[config.mk]
export PLATFORM = sky130hd
export DESIGN_NAME = instr_encoder
export DESIGN_NICKNAME = d
export VERILOG_FILES = /design/src/rtl/instr_encoder.sv
export SDC_FILE = /design/constraint.sdc
export NUM_CORES = 1
export LEC_CHECK = 0
export ABC_AREA = 1
export CAP_MARGIN = 5
export CORE_MARGIN = 4
export CORE_UTILIZATION = 48
export CTS_CLUSTER_SIZE = 25
export DETAILED_ROUTE_END_ITERATION = 10
export GPL_ROUTABILITY_DRIVEN = 0
export PLACE_DENSITY = 0.81
export SETUP_SLACK_MARGIN = 0.05
export SYNTH_ARGS = -nofsm -noshare
export SYNTH_HDL_FRONTEND = slang
export SYNTH_SLANG_ARGS = --single-unit
[constraint.sdc]
create_clock -name clk -period 4.8 [get_ports clk]
set_clock_uncertainty 0.05 [all_clocks]
set_input_delay 0.96 -clock clk [delete_from_list [all_inputs] [get_ports clk]]
set_output_delay 0.96 -clock clk [all_outputs]
set_load 0.005 [all_outputs]
[src/rtl/instr_encoder.sv]
// instr_encoder: encodes ADD/SUB/SLT/MUL/LW/SW/ADDI/BEQ/J requests into
// MIPS-style words and writes them sequentially into instruction memory.
// Ports: clk, rst (async, active-high); req_* request handshake and fields;
// req_finish closes the program; imem_we/imem_addr/imem_wdata write port;
// count/full word count; done/err_illegal sticky status flags.
module instr_encoder #(
  parameter int          DEPTH     = 64,
  parameter logic [31:0] BASE_ADDR = 32'h0000_0000,
  localparam int         CW        = $clog2(DEPTH + 1)
) (
  input  logic          clk,
  input  logic          rst,
  input  logic          req_valid,
  output logic          req_ready,
  input  logic [3:0]    req_op,
  input  logic [4:0]    req_rs,
  input  logic [4:0]    req_rt,
  input  logic [4:0]    req_rd,
  input  logic [15:0]   req_imm,
  input  logic [25:0]   req_target,
  input  logic          req_finish,
  output logic          imem_we,
  output logic [31:0]   imem_addr,
  output logic [31:0]   imem_wdata,
  output logic [CW-1:0] count,
  output logic          full,
  output logic          done,
  output logic          err_illegal
);

  typedef enum logic [1:0] {
    IDLE,
    ENC,
    WRITE,
    DONE
  } state_t;

  state_t        r_state;
  logic [3:0]    r_op;
  logic [4:0]    r_rs;
  logic [4:0]    r_rt;
  logic [4:0]    r_rd;
  logic [15:0]   r_imm;
  logic [25:0]   r_target;
  logic          r_we;
  logic [31:0]   r_addr;
  logic [31:0]   r_wdata;
  logic [CW-1:0] r_count;
  logic          r_done;
  logic          r_err;

  logic [31:0]   w_word;
  logic          w_legal;
  logic [31:0]   w_addr;
  logic          w_full;
  logic          w_ready;

  assign w_full  = (r_count == CW'(DEPTH));
  assign w_ready = (r_state == IDLE) & ~w_full & ~r_done;
  assign w_addr  = BASE_ADDR + 32'({r_count, 2'b00});

  always_comb begin
    w_legal = 1'b1;
    w_word  = 32'h0;
    unique case (r_op)
      4'd0: w_word = {6'b000000, r_rs, r_rt, r_rd, 5'd0, 6'b100000};
      4'd1: w_word = {6'b000000, r_rs, r_rt, r_rd, 5'd0, 6'b100010};
      4'd2: w_word = {6'b000000, r_rs, r_rt, r_rd, 5'd0, 6'b101010};
      4'd3: w_word = {6'b000000, r_rs, r_rt, r_rd, 5'd0, 6'b011100};
      4'd4: w_word = {6'b100011, r_rs, r_rt, r_imm};
      4'd5: w_word = {6'b101011, r_rs, r_rt, r_imm};
      4'd6: w_word = {6'b001000, r_rs, r_rt, r_imm};
      4'd7: w_word = {6'b000100, r_rs, r_rt, r_imm};
      4'd8: w_word = {6'b000010, r_target};
      default: w_legal = 1'b0;
    endcase
  end

  always_ff @(posedge clk or posedge rst) begin
    if (rst) begin
      r_state  <= IDLE;
      r_op     <= 4'd0;
      r_rs     <= 5'd0;
      r_rt     <= 5'd0;
      r_rd     <= 5'd0;
      r_imm    <= 16'd0;
      r_target <= 26'd0;
      r_we     <= 1'b0;
      r_addr   <= 32'd0;
      r_wdata  <= 32'd0;
      r_count  <= '0;
      r_done   <= 1'b0;
      r_err    <= 1'b0;
    end else begin
      case (r_state)
        IDLE: begin
          // A live request wins over a simultaneous finish.
          if (req_valid && w_ready) begin
            r_op     <= req_op;
            r_rs     <= req_rs;
            r_rt     <= req_rt;
            r_rd     <= req_rd;
            r_imm    <= req_imm;
            r_target <= req_target;
            r_state  <= ENC;
          end else if (req_finish && !req_valid) begin
            r_done  <= 1'b1;
            r_state <= DONE;
          end
        end
        ENC: begin
          if (w_legal) begin
            r_we    <= 1'b1;
            r_addr  <= w_addr;
            r_wdata <= w_word;
            r_state <= WRITE;
          end else begin
            r_err   <= 1'b1;
            r_state <= IDLE;
          end
        end
        WRITE: begin
          r_we    <= 1'b0;
          r_count <= r_count + CW'(1);
          r_state <= IDLE;
        end
        DONE: r_state <= DONE;
      endcase
    end
  end

  assign req_ready   = w_ready;
  assign imem_we     = r_we;
  assign imem_addr   = r_addr;
  assign imem_wdata  = r_wdata;
  assign count       = r_count;
  assign full        = w_full;
  assign done        = r_done;
  assign err_illegal = r_err;

endmodule

; Yosys cells after proc, flatten, opt, wreduce, memory -nomap -nowiden
; Index checks and enable logic that the tools add are counted.
[totals]
register_bits = 112
inputBits = 65
out_inout_bits = 76
word_cells = 54
[classes]
n_addsub = 1
n_eq_ne = 14
mux = 8
bitwise_logic = 6
n_reduce_logical = 12
[op_table]
columns = operator, n
row1 = $pmux 32 s9, 1
row2 = $eq 4x3->1 const B, 4
row3 = $reduce_or 9->1, 1
row4 = $eq 4x2->1 const B, 2
row5 = $pmux 2 s4, 1
row6 = $reduce_and 2->1, 4
row7 = $add 7x1->7 const B, 1
row8 = $eq 7x7->1 const B, 1
row9 = $mux 2, 3
row10 = $eq 2x2->1 const B, 2
row11 = $eq 4x1->1 const B, 1
row12 = $eq 4x4->1 const B, 1
row13 = $logic_not 4->1, 1
row14 = $not 1->1, 4
row15 = $ne 3x1->1 const B, 1
row16 = $reduce_and 3->1, 1
row17 = $and 1x1->1, 2
row18 = $eq 2x1->1 const B, 1
row19 = $logic_and 1x1->1, 2
row20 = $logic_not 2->1, 1
row21 = $mux 1, 2
row22 = $ne 2x2->1 const B, 1
row23 = $pmux 1 s2, 1
row24 = $reduce_bool 2->1, 1
row25 = $logic_not 1->1, 1

; Longest topological paths before layout
[depth]
depth_word = 7
depth_mapped = 11
ltp_nobuf = 10

; Worst setup path after synthesis
; OpenSTA, ideal clock, no wires.
[synth_timing]
path_type = register to output
startpoint = reg r_state[0]
endpoint = out req_ready
t_arrival_ps = 1010
required_ps = 3790
path_slack_ps = 2780
path_stages_with_launch = 7
path_buffers = 0
path_cell_list = dfrtp_1 -> inv_1 -> ha_1 -> inv_1 -> nor2_1 -> nand2_1 -> inv_1
[synth_between]
elab_chain_cells = 3
[synth_rtl]
columns = item, line
row1 = "start, declared", 38  ; state_t r_state;
row2 = "start signal, assigned", 81  ; r_state <= IDLE;
row3 = "start signal, assigned", 105  ; r_state <= ENC;
row4 = "start signal, assigned", 108  ; r_state <= DONE;
row5 = $logic_not 2->1, 59  ; assign w_ready = (r_state == IDLE) & ~w_full & ~r_done;
row6 = $and 1x1->1 (2 in series), 59
row7 = "end, declared", 14  ; output logic req_ready,
; No other way between the ends.

; Worst setup path in the final report
; Same ends and word-level chain as after synthesis.

==> metrics.json <==
{
  "grt.overflow.total": 0,
  "core_sq_mm": 0.0103,
  "period_needed_ns": 3.05,
  "fin_nets": 759,
  "global_route.usage.met2_pct": 31.6,
  "cts-hold-fix-buffers": 0,
  "post_cts_buffers": 0,
  "path_max_fanout": 4,
  "rows": 37,
  "die_area_sq_mm": 0.0122,
  "ant_nets": 0,
  "grt_max_degree": 88,
  "cell_internal_pwr_mw": 2.21,
  "number_of_antenna_violations_at_the_first_check_in_global_routing": 1,
  "share_of_the_synthesized_area_in_the_top_cell_type_pct": 54.7,
  "share_clk_of_total_power_pct": 16.5,
  "syn-instance-count": 585,
  "post_synth_instance_area_sq_mm": 0.00503,
  "top_usage_layer_grt": "met2",
  "yosysUniqueCellTypes": 28,
  "worstSetupEndpointType": "output pin",
  "buffer_ports.inserted": 114,
  "wp_data_required_ns": 3.79,
  "share_comb_of_total_power_pct": 36.3,
  "die_width_microns": 110,
  "setup_viol": 0,
  "drt-pass1-iter-count": 5,
  "postRouteWirelength_mm": 11.4,
  "syn_area_per_cell_sq_um": 8.60,
  "grtUsageMet1_pct": 26.2,
  "setup_repair_after_global_routing_missed_its_margin": "false",
  "ys_warn_count": 0,
  "maxCapViolations": 0,
  "run_status": "complete, no violations",
  "htreeDepth": 3,
  "post_detailed_route_drc_marker_count": 0,
  "maxClockFrequency_ghz": 0.328,
  "gr-usage-all-layers_pct": 19.2,
  "fin_setup_tns_ns": 0,
  "ctsRootBufferMaster": "clkbuf_8",
  "grt_pass1_vias": 3859,
  "holdWs_ns": 0.437,
  "post_cts.resized_instances": 0,
  "slew_headroom_pct": 38.4,
  "initial_core_util_pct": 48.9,
  "layout.cells.most_common_list": "159 x nand2_1, 114 x clkdlybuf4s50_1, 110 x dfrtp_1",
  "cts_tree": "built",
  "grt_first_pass_wirelength_mm": 18.4,
  "routed-via-count": 3930,
  "seq_power_share_pct": 47.3,
  "mostFrequentLayoutCell": "nand2_1",
  "cts_max_path_buffers": 2,
  "routed_wire_length_per_instance_microns": 13.7,
  "path_clk_slew_ns": 0.10,
  "worst-endpoint-arrival_ns": 2.04,
  "detail_route.vias_per_cell": 4.75,
  "irDropWorstVdd_mv": 0.253,
  "switching_power_mw": 1.20,
  "layout-area-overhead-vs-synth_pct": 25.0,
  "number_of_max_slew_violations_in_the_final_report": 0,
  "floorplan.io_pins": 141,
  "crit_type": "reg -> out",
  "p_per_area_mw_per_mm2": 542,
  "final_cell_count_no_fill": 827,
  "report.final.hold_viol_count": 0,
  "dp_hpwl_mm": 7.96,
  "main_area_contributors_after_synthesis": "dfrtp_1 55%, nand2_1 12%, inv_1 6.2%, buf_4 4.8%, o21ai_1 3.8%",
  "final_layout_size_suffix_gt1_share_pct": 5.35,
  "placed_cells": 812,
  "switching_share_pct": 35.1,
  "p_leak_nw": 3.20,
  "die_height_microns": 110,
  "startpoint_type": "register",
  "clock_insertion_delay_worst_skew_ns": 0.36,
  "postSynthRegisterBits": 110,
  "layout_worst_path_cycle_share_pct": 63.6,
  "seq_area_frac_synth_pct": 54.7,
  "worstMarginPinSlew_ns": 0.923,
  "netlist.top_cell.by_area": "dfrtp_1",
  "fraction_of_met3_tracks_used_by_global_routing_pct": 3.67,
  "antennaDiodeCount": 0,
  "drt_first_iter_violations": 235,
  "cts_inserted_buffers": 9,
  "clkSinkCount": 110,
  "hold_class": "reg -> reg"
}
layout make-up:
class                      instances  area, sq um
inverter                          86          325
clock buffer                      10          138
tap                              136          170
sequential                       110         2750
clock inverter                     5         58.8
timing repair buffer             117         1160
multi-input combinational        363         1680
fill                             888         3990
stage by stage:
step	utilization [%]	instance area [sq um]	total power [mW]	setup WS [ns]
2_1_floorplan	-	5120	2.29	0.888
3_3_place_gp	59.3	6090	2.79	1.70
3_5_place_dp	59.3	6090	2.87	1.68
4_1_cts	61.2	6290	3.44	1.73
5_1_grt	61.2	6290	3.68	1.64
6_report	61.2	6290	3.41	1.75
routing by layer:
layer	part of all wire (%)	up-vias
li1	-	1942
met1	45	1849
met2	48	124
met3	6.2	13
met4	0.87	2
met5	0.097	-
state kept, by name, summed over array words and instances (netlist names), 2 cells and up:
register / flops
r_op: 4
imem_addr: 7
r_state: 2
r_target: 26
r_imm: 16
count: 7
r_rd: 5
r_rt: 5
imem_wdata: 30
r_rs: 5
power by group through the flow:
stage	clock [mW]	sequential [mW]	combinational, mW
2_1_floorplan	0	1.58	0.712
3_3_place_gp	0	1.60	1.18
3_5_place_dp	0	1.62	1.24
4_1_cts	0.573	1.61	1.26
5_1_grt	0.617	1.66	1.40
6_report	0.562	1.61	1.24
critical path: stages (launching register included):
cell and delay, ns:
dfrtp_1 0.42, inv_1 0.14, ha_1 0.19, inv_1 0.06
nor2_1 0.25, nand2_1 0.09, inv_1 0.05, clkdlybuf4s50_1 0.49
path summary, 6_finish.rpt:
path | cells after the start | from | slack [ns] | end
setup / recovery | 7 | r_state[0] | 1.75 | req_ready
hold / removal | 2 | imem_wdata[11] | 0.44 | imem_wdata[11]
setup reg to reg | 8 | r_state[0] | 2.09 | r_op[3]
hold reg to reg | 2 | imem_wdata[11] | 0.44 | imem_wdata[11]
max in group asynchronous | 3 | rst | 2.86 | imem_wdata[14]
min in group asynchronous | 2 | rst | 0.99 | imem_wdata[21]
Yosys cell counts (all sizes together):
cell type / number
conb: 1
clkbuf: 5
nand3: 14
o22ai: 1
ha: 7
buf: 46
dfrtp: 110
o31ai: 1
o21ai: 64
nor2: 37
xnor2: 1
a21oi: 43
nor3: 1
inv: 86
xor2: 5
nand2: 161
o21bai: 1
or2: 1
cells by family (layout without fill, tap and decap cells):
kind of cell | Yosys count | count (layout) | synth area share [%]
buf+inv | 137 | 218 | 13.7
simple gates | 214 | 214 | 17.0
other cells | 1 | 26 | 0.0746
xor+xnor | 6 | 6 | 1.04
fa+ha+maj | 7 | 7 | 1.74
compound gates | 110 | 110 | 11.7
flops | 110 | 110 | 54.7
No activity file was read; power rests on OpenSTA's default activity.
